## src/rtl/seq_stage_controller_pkg.sv

```systemverilog
// Shared definitions for the SEQ stage controller: state encodings, status
// codes, Y86-64 instruction codes and the memory-stage decode helper.
package seq_stage_controller_pkg;

    typedef enum logic [3:0] {
        S_IDLE      = 4'd0,
        S_FETCH     = 4'd1,
        S_DECODE    = 4'd2,
        S_EXECUTE   = 4'd3,
        S_MEMORY    = 4'd4,
        S_WRITEBACK = 4'd5,
        S_PCUPDATE  = 4'd6,
        S_HALT      = 4'd7,
        S_ERROR     = 4'd8,
        S_PAUSE     = 4'd9
    } state_t;

    localparam logic [2:0] STAT_AOK = 3'd1;
    localparam logic [2:0] STAT_HLT = 3'd2;
    localparam logic [2:0] STAT_ADR = 3'd3;
    localparam logic [2:0] STAT_INS = 3'd4;

    localparam logic [3:0] IHALT   = 4'h0;
    localparam logic [3:0] INOP    = 4'h1;
    localparam logic [3:0] IRRMOVQ = 4'h2;
    localparam logic [3:0] IIRMOVQ = 4'h3;
    localparam logic [3:0] IRMMOVQ = 4'h4;
    localparam logic [3:0] IMRMOVQ = 4'h5;
    localparam logic [3:0] IOPQ    = 4'h6;
    localparam logic [3:0] IJXX    = 4'h7;
    localparam logic [3:0] ICALL   = 4'h8;
    localparam logic [3:0] IRET    = 4'h9;
    localparam logic [3:0] IPUSHQ  = 4'hA;
    localparam logic [3:0] IPOPQ   = 4'hB;

    // Instructions that touch data memory take the extra MEMORY cycle.
    function automatic logic needs_memory(input logic [3:0] ic);
        case (ic)
            IRMMOVQ, IMRMOVQ, ICALL, IRET, IPUSHQ, IPOPQ: return 1'b1;
            default:                                      return 1'b0;
        endcase
    endfunction

    // True for the six states that do datapath work (and count cycles).
    function automatic logic is_stage(input state_t s);
        return (s == S_FETCH) || (s == S_DECODE) || (s == S_EXECUTE) ||
               (s == S_MEMORY) || (s == S_WRITEBACK) || (s == S_PCUPDATE);
    endfunction

endpackage

```

## src/rtl/seq_sat_counter.sv

```systemverilog
// Saturating up-counter with synchronous clear; sticks at all-ones.
module seq_sat_counter #(
    parameter int CNT_WIDTH = 32
) (
    input  logic                 clk,
    input  logic                 clear,
    input  logic                 inc,
    output logic [CNT_WIDTH-1:0] count
);

    // Clear wins; otherwise count up until every bit is set.
    always_ff @(posedge clk) begin
        if (clear) begin
            count <= '0;
        end else if (inc && (count != '1)) begin
            count <= count + 1'b1;
        end
    end

endmodule

```

## src/rtl/seq_stage_controller.sv

```systemverilog
// Multi-cycle sequencer for the SEQ Y86-64 datapath. Owns the pc register,
// issues one-hot stage strobes, tracks architectural status and keeps
// saturating cycle / retired-instruction counters.
// Optional build macro SEQ_SINGLE_STEP_EN adds a step input and a PAUSE
// state entered after every PCUPDATE.
//
// state     | meaning
// ----------+---------------------------------------------------------
// IDLE      | waiting for start
// FETCH     | fetch strobe; sample halt / bad-instruction / bad-address
// DECODE    | decode strobe
// EXECUTE   | execute strobe; choose MEMORY or WRITEBACK from icode
// MEMORY    | memory strobe; data address error aborts the instruction
// WRITEBACK | writeback strobe
// PCUPDATE  | load pc from next_pc, retire the instruction
// HALT      | terminal after halt, stat=HLT
// ERROR     | terminal after an address or instruction fault
// PAUSE     | (single-step build only) wait for step before next FETCH
module seq_stage_controller
    import seq_stage_controller_pkg::*;
#(
    parameter int                  PC_WIDTH  = 64,
    parameter logic [PC_WIDTH-1:0] RESET_PC  = '0,
    parameter int                  CNT_WIDTH = 32
) (
    input  logic                 clk,
    input  logic                 rst,
    input  logic                 start,
`ifdef SEQ_SINGLE_STEP_EN
    input  logic                 step,
`endif
    input  logic [3:0]           icode,
    input  logic                 hlt,
    input  logic                 ins_address,
    input  logic                 adr_address,
    input  logic                 mem_adr_err,
    input  logic [PC_WIDTH-1:0]  next_pc,
    output logic [PC_WIDTH-1:0]  pc,
    output logic                 fetch_en,
    output logic                 decode_en,
    output logic                 execute_en,
    output logic                 memory_en,
    output logic                 writeback_en,
    output logic                 pcupd_en,
    output logic [2:0]           stat,
    output logic                 busy,
    output logic [CNT_WIDTH-1:0] cycle_cnt,
    output logic [CNT_WIDTH-1:0] instr_cnt
);

    state_t     state;
    state_t     state_nxt;
    logic [3:0] icode_q;
    logic       fetch_fault;
    logic       cycle_inc;
    logic       instr_inc;

    assign fetch_fault = adr_address || ins_address;

    // Next-state decode; HALT and ERROR fall through to the hold default.
    always_comb begin
        state_nxt = state;
        case (state)
            S_IDLE:      if (start) state_nxt = S_FETCH;
            S_FETCH: begin
                if (fetch_fault)  state_nxt = S_ERROR;
                else if (hlt)     state_nxt = S_HALT;
                else              state_nxt = S_DECODE;
            end
            S_DECODE:    state_nxt = S_EXECUTE;
            S_EXECUTE:   state_nxt = needs_memory(icode_q) ? S_MEMORY : S_WRITEBACK;
            S_MEMORY:    state_nxt = mem_adr_err ? S_ERROR : S_WRITEBACK;
            S_WRITEBACK: state_nxt = S_PCUPDATE;
`ifdef SEQ_SINGLE_STEP_EN
            S_PCUPDATE:  state_nxt = S_PAUSE;
            S_PAUSE:     if (step) state_nxt = S_FETCH;
`else
            S_PCUPDATE:  state_nxt = S_FETCH;
`endif
            default:     state_nxt = state;
        endcase
    end

    // State, pc, status and strobes; strobes decode the incoming state so
    // they line up with the state register.
    always_ff @(posedge clk) begin
        if (rst) begin
            state        <= S_IDLE;
            pc           <= RESET_PC;
            stat         <= STAT_AOK;
            icode_q      <= '0;
            fetch_en     <= 1'b0;
            decode_en    <= 1'b0;
            execute_en   <= 1'b0;
            memory_en    <= 1'b0;
            writeback_en <= 1'b0;
            pcupd_en     <= 1'b0;
            busy         <= 1'b0;
        end else begin
            state        <= state_nxt;
            fetch_en     <= (state_nxt == S_FETCH);
            decode_en    <= (state_nxt == S_DECODE);
            execute_en   <= (state_nxt == S_EXECUTE);
            memory_en    <= (state_nxt == S_MEMORY);
            writeback_en <= (state_nxt == S_WRITEBACK);
            pcupd_en     <= (state_nxt == S_PCUPDATE);
            busy         <= is_stage(state_nxt);

            if (state == S_FETCH) begin
                icode_q <= icode;
                if (adr_address)      stat <= STAT_ADR;
                else if (ins_address) stat <= STAT_INS;
                else if (hlt)         stat <= STAT_HLT;
            end

            if ((state == S_MEMORY) && mem_adr_err) begin
                stat <= STAT_ADR;
            end

            if (state == S_PCUPDATE) begin
                pc <= next_pc;
            end
        end
    end

    // A halt retires in FETCH; normal instructions retire in PCUPDATE.
    assign cycle_inc = is_stage(state);
    assign instr_inc = (state == S_PCUPDATE) ||
                       ((state == S_FETCH) && hlt && !fetch_fault);

    seq_sat_counter #(.CNT_WIDTH(CNT_WIDTH)) u_cycle_cnt (
        .clk   (clk),
        .clear (rst),
        .inc   (cycle_inc),
        .count (cycle_cnt)
    );

    seq_sat_counter #(.CNT_WIDTH(CNT_WIDTH)) u_instr_cnt (
        .clk   (clk),
        .clear (rst),
        .inc   (instr_inc),
        .count (instr_cnt)
    );

endmodule

```

## config.mk

```make
export PLATFORM = sky130hd
export DESIGN_NAME = seq_stage_controller
export DESIGN_NICKNAME = d
export VERILOG_FILES = /design/src/rtl/seq_stage_controller_pkg.sv /design/src/rtl/seq_sat_counter.sv /design/src/rtl/seq_stage_controller.sv
export SDC_FILE = /design/constraint.sdc
export NUM_CORES = 1
export LEC_CHECK = 0
export CAP_MARGIN = 20
export CORE_ASPECT_RATIO = 1.2
export CORE_MARGIN = 2
export CORE_UTILIZATION = 53
export CTS_BUF_LIST = sky130_fd_sc_hd__clkbuf_8
export CTS_CLUSTER_SIZE = 20
export DETAILED_ROUTE_END_ITERATION = 12
export DONT_BUFFER_PORTS = 1
export GPL_TIMING_DRIVEN = 0
export PLACE_DENSITY = 0.71
export SETUP_SLACK_MARGIN = 0.1
export SKIP_CTS_REPAIR_TIMING = 1
export SYNTH_ARGS = -nofsm -noshare
export SYNTH_HDL_FRONTEND = slang
export SYNTH_HIERARCHICAL = 1
export SYNTH_SLANG_ARGS = --single-unit
export TNS_END_PERCENT = 50
```

## constraint.sdc

```tcl
create_clock -name clk -period 2.9 [get_ports clk]
set_clock_uncertainty 0.2 [all_clocks]
set_input_delay 0.58 -clock clk [delete_from_list [all_inputs] [get_ports clk]]
set_output_delay 0.58 -clock clk [all_outputs]
set_load 0.02 [all_outputs]
```

# == After elaboration in Yosys (flattened, before gate mapping) ==
# Index checks and enable logic that the tools add are counted.
# Widths: inputs -> output; s select.
# op_classes
addsub,2
n_eq_ne,20
n_mux,13
reduce_logical,26
# ops
operator,n
$add 32x1->32 const B,2
$ne 32x32->1 const B,2
$eq 4x3->1 const B,8
$pmux 4 s7,1
$eq 4x2->1 const B,4
$eq 4x4->1 const B,4
$logic_or 1x1->1,12
$mux 3,4
$mux 4,3
$eq 4x1->1 const B,2
$reduce_or 6->1,1
$logic_and 1x1->1,5
$logic_not 4->1,1
$mux 2,2
$reduce_and 2->1,2
$reduce_bool 4->1,1
$mux 1,3
$reduce_bool 3->1,1
$reduce_bool 2->1,1
$reduce_or 2->1,1
$logic_not 1->1,1
# word_totals
register_bits,146
input_bits,75
out_inout_bits,138
wordCells,75

# == Logic depth before layout (Yosys ltp) ==
# logic_depth
depth_word,12
mapped_depth,10

# == By module ==
# The synthesis kept the hierarchy.
# by_module_without_submodules
mod,instances,cells_per_inst,area_per_inst_um2
seq_sat_counter,2,199,1674.1
seq_stage_controller,1,375,3100.5

# == Least setup slack after synthesis ==
# OpenSTA, ideal clock, no wires.
# synth_path
path_type,flip-flop to flip-flop
from,reg state[2]
to,reg u_instr_cnt.count[31]
setup_ps,121
arrival_ps,2536
required_time_ps,2579
path_slack_ps,44
path_stages_with_launch,11
n_path_buf,3
period_less_slack_ps,2856
path_cell_list,dfxtp_1 buf_6 nand3_1 buf_2 buf_2 nand2_1 nand4_1 nor4_2 nand4_1 nor4_1 mux2_2
# synth_between
elab_chain_len,5
# synth_lines
item,line_no,rtl
from (decl),seq_stage_controller.sv:51,state_t state;
from (signal assigned),seq_stage_controller.sv:100,state <= state_nxt;
$eq 4x1->1,seq_stage_controller.sv:129,((state == S_FETCH) && hlt && !fetch_fault);
$logic_and 1x1->1 (2 in a row),seq_stage_controller.sv:129,
$logic_or 1x1->1 *,seq_stage_controller.sv:128,assign instr_inc = (state == S_PCUPDATE) ||
via instr_inc,seq_stage_controller.sv:56,logic instr_inc;
$logic_and 1x1->1 *,seq_sat_counter.sv:15,end else if (inc && (count != '1)) begin
to (signal assigned),seq_sat_counter.sv:16,count <= count + 1'b1;
to (decl),seq_sat_counter.sv:8,output logic [CNT_WIDTH-1:0] count
# The timed path passes the listed nets; every way through them passes the cells marked *.
# A chain may end at the register's enable or synchronous reset.

# == Worst setup path in the final report ==
# layout_path
from,reg state[1]
to,reg u_instr_cnt.count[23]
# The elaborated chain is that of the path after synthesis.

==> reports/qor.yml <==
vias: 5876
antenna_found_initial: 1
ys_seq_area_share_pct: 45.0
worstMarginPinSlew_ns: 0.710
path_cells: "buf_6, nor4b_4, buf_6, nand3_4, nand2_4, nand4_1, buf_6, nor4_4, buf_4, nand3_1, or4_1, a21oi_1"
grt_overflow: 0
slew_headroom_pct: 52.3
irDropWorstVdd_v: 0.000331
cts.clk_slew.worst_paths_ns: 0.08
grt-busiest-layer: "met2"
gp_congestion: 0.823
cts_root_buf: "clkbuf_8"
finalSetupViolCount: 0
crit_buf_inv: 4
cp_max_fo: 7
synthesis.instances: 773
drv_cap: 0
cts.sinks: 145
slowest_stage: "or4_1"
avgRoutedWirePerCell_um: 17.7
synth_flop_cell: "dfxtp_1"
syn2layout_area_growth_pct: 12.5
clock_latency_ns: 0.44
synthArstFlopShare_pct: 0
setup_tns_ns: 0
drt_first_pass_iters: 4
die-area_sq_um: 13100
rows: 44
pin_count: 213
p_leak_nw: 2.28
grt_use_met3_pct: 9.63
rr_startpoint: "state[1]"
cts_max_path_buffers: 2
use_met2_pct: 44.0
end_kind: "register"
first_global_vias: 5658
final_antenna_net_count: 0
path_common_cell: "buf_6"
cp.arrival_ns: 2.89
rr_worst_depth: 12
core_sq_um: 12000
fin_crit_ns: 2.74
htreeDepth: 4
reg2reg_to: "u_instr_cnt/count[23]"
nets: 882
hp-start: "adr_address"
start_util_pct: 53.7
portBuffers: 0
cts_inserted_buffers: 17
cpLargestDelayFamily: "simple AND/OR/NAND/NOR gates"
ys_ff_latch: 145
drc: 0
holdWs_ns: 0.0601
routed_via_density: 6.00
final_max_slew_viol_count: 0
post-route-period-util_pct: 94.3
grt_setup_unrepaired: "true"
r2r_setup_slack_ns: 0.16
yosysUniqueCellTypes: 63
min-delay-path-class: "in -> reg"
cpPeakStageDelay_ns: 0.43
start_kind: "register"
post_synth.cell_area_avg_sq_um: 8.34
place_ws_ns: -0.505
initialDrtViolationCount: 334
grtUsageMet1_pct: 28.3
wl_mm: 17.3
syn_nets: 850
grt_max_degree: 17
drive_gt1_share_pct: 17.1
yosys_warnings: 6
worst-endpoint-required_ns: 3.05
status: "complete, no violations"
grt_pass1_wl_mm: 27.1
critPathKind: "reg -> reg"
tritoncts: "done"
fmax_mhz: 366
synth_edf_count: 0
netlist_area_sq_um: 6450
die_x_um: 105
holdPathEnd: "stat[0]"
p_per_area_nw_per_um2: 518
dp_hpwl_mm: 12.3
die_y_um: 125
layout_setup_ws_ns: 0.164
finalHoldViolCount: 0
min_path_cells: 2
grt_usage_pct: 25.4
==> cell type report <==
type                       count  area [sq um]
tap                          161           201
multi-input combinational    571          3360
timing repair buffer          14           109
clock inverter                14           109
sequential                   145          2950
antenna                        1          2.50
fill                        1117          4750
inverter                       7          26.3
clock buffer                  18           248
buffer                        49           256
==> metal layers <==
layer,vias up,wire length (um)
met5,-,0
met4,0,246
met3,19,1650
met2,239,8690
met1,2765,6730
li1,2853,-
==> stage by stage <==
step	total power, mW	cell area (sq um)	util (%)	cells
after floorplan	2.30	6460	-	773
after global placement	2.35	6660	55.5	934
after detailed placement	2.36	6660	55.5	934
after CTS	3.78	7020	58.5	966
after global routing	3.91	7260	60.5	980
final	3.76	7260	60.5	980
==> cell usage after synthesis, types with 9 or more instances <==
library cell	n	area, sq um
a21oi_1	112	561
buf_2	19	95.1
clkbuf_1	24	90.1
dfxtp_1	145	2900
nand2_1	156	586
nand3_1	29	145
nand4_1	20	125
nor2_1	41	154
nor4_1	9	56.3
o21ai_0	18	90.1
o31ai_1	24	180
or3_1	20	125
or4_1	24	180
xnor2_1	12	105
==> kinds of logic (layout without fill, tap and decap cells) <==
| logic type | after synthesis | after routing | share of synthesized area [%] |
|---|---|---|---|
| compound gates | 187 | 187 | 18.4 |
| buf+inv | 57 | 102 | 4.21 |
| xor+xnor | 15 | 15 | 2.04 |
| other cells | 0 | 1 | 0 |
| flops | 145 | 145 | 45.0 |
| mux | 9 | 9 | 1.47 |
| simple gates | 358 | 358 | 28.5 |
| fa+ha+maj | 2 | 2 | 0.388 |
==> registers in the layout, indices dropped and copies added, names as in the netlist <==
signal and cells:
state 4, stat 3, u_instr_cnt/count 32, busy 1, u_cycle_cnt/count 32, writeback_en 1
decode_en 1, pcupd_en 1, pc 64, memory_en 1, execute_en 1, icode_q 3
fetch_en 1
==> worst max path at each step <==
stage,end,depth (start not counted),slack (ns),start
after global placement,u_instr_cnt/count[31],10,-0.47,state[2]
after detailed placement,u_instr_cnt/count[31],10,-0.51,state[2]
after floorplan,u_cycle_cnt/count[31],10,0.15,state[1]
after global routing,u_instr_cnt/count[23],12,0.02,state[1]
final,u_instr_cnt/count[23],12,0.16,state[1]
after CTS,u_instr_cnt/count[31],10,-0.54,state[2]
==> where the power goes <==
group | total, mW | switching (mW) | internal (mW)
Sequential | 2.07 | 0.0557 | 2.02
Combinational | 0.258 | 0.150 | 0.108
Clock | 1.43 | 0.805 | 0.623
==> layout by cell type (no fill, tap or decap), types with 4 or more instances in the layout <==
master        n
or4_1        23
nor3_1        8
a21o_1        4
a21oi_1     111
nand2_1     155
a2111oi_0     4
nand2b_1      4
nor2_1       39
mux2i_1       5
nand4_1      20
nor4_1        6
nand3_1      25
a211oi_1      4
dfxtp_1     115
inv_1         8
buf_4        16
dfxtp_2      28
nor2b_1       4
buf_6         5
clkbuf_8     18
buf_2        14
and4_1        8
inv_6         4
clkbuf_1     22
nand3_2       5
and3_1        7
or3_1        20
clkinvlp_4    7
o31ai_1      24
xnor2_1      12
nor3b_1       4
o21ai_0      18
Note: power is estimated with default switching activity, not from simulation.
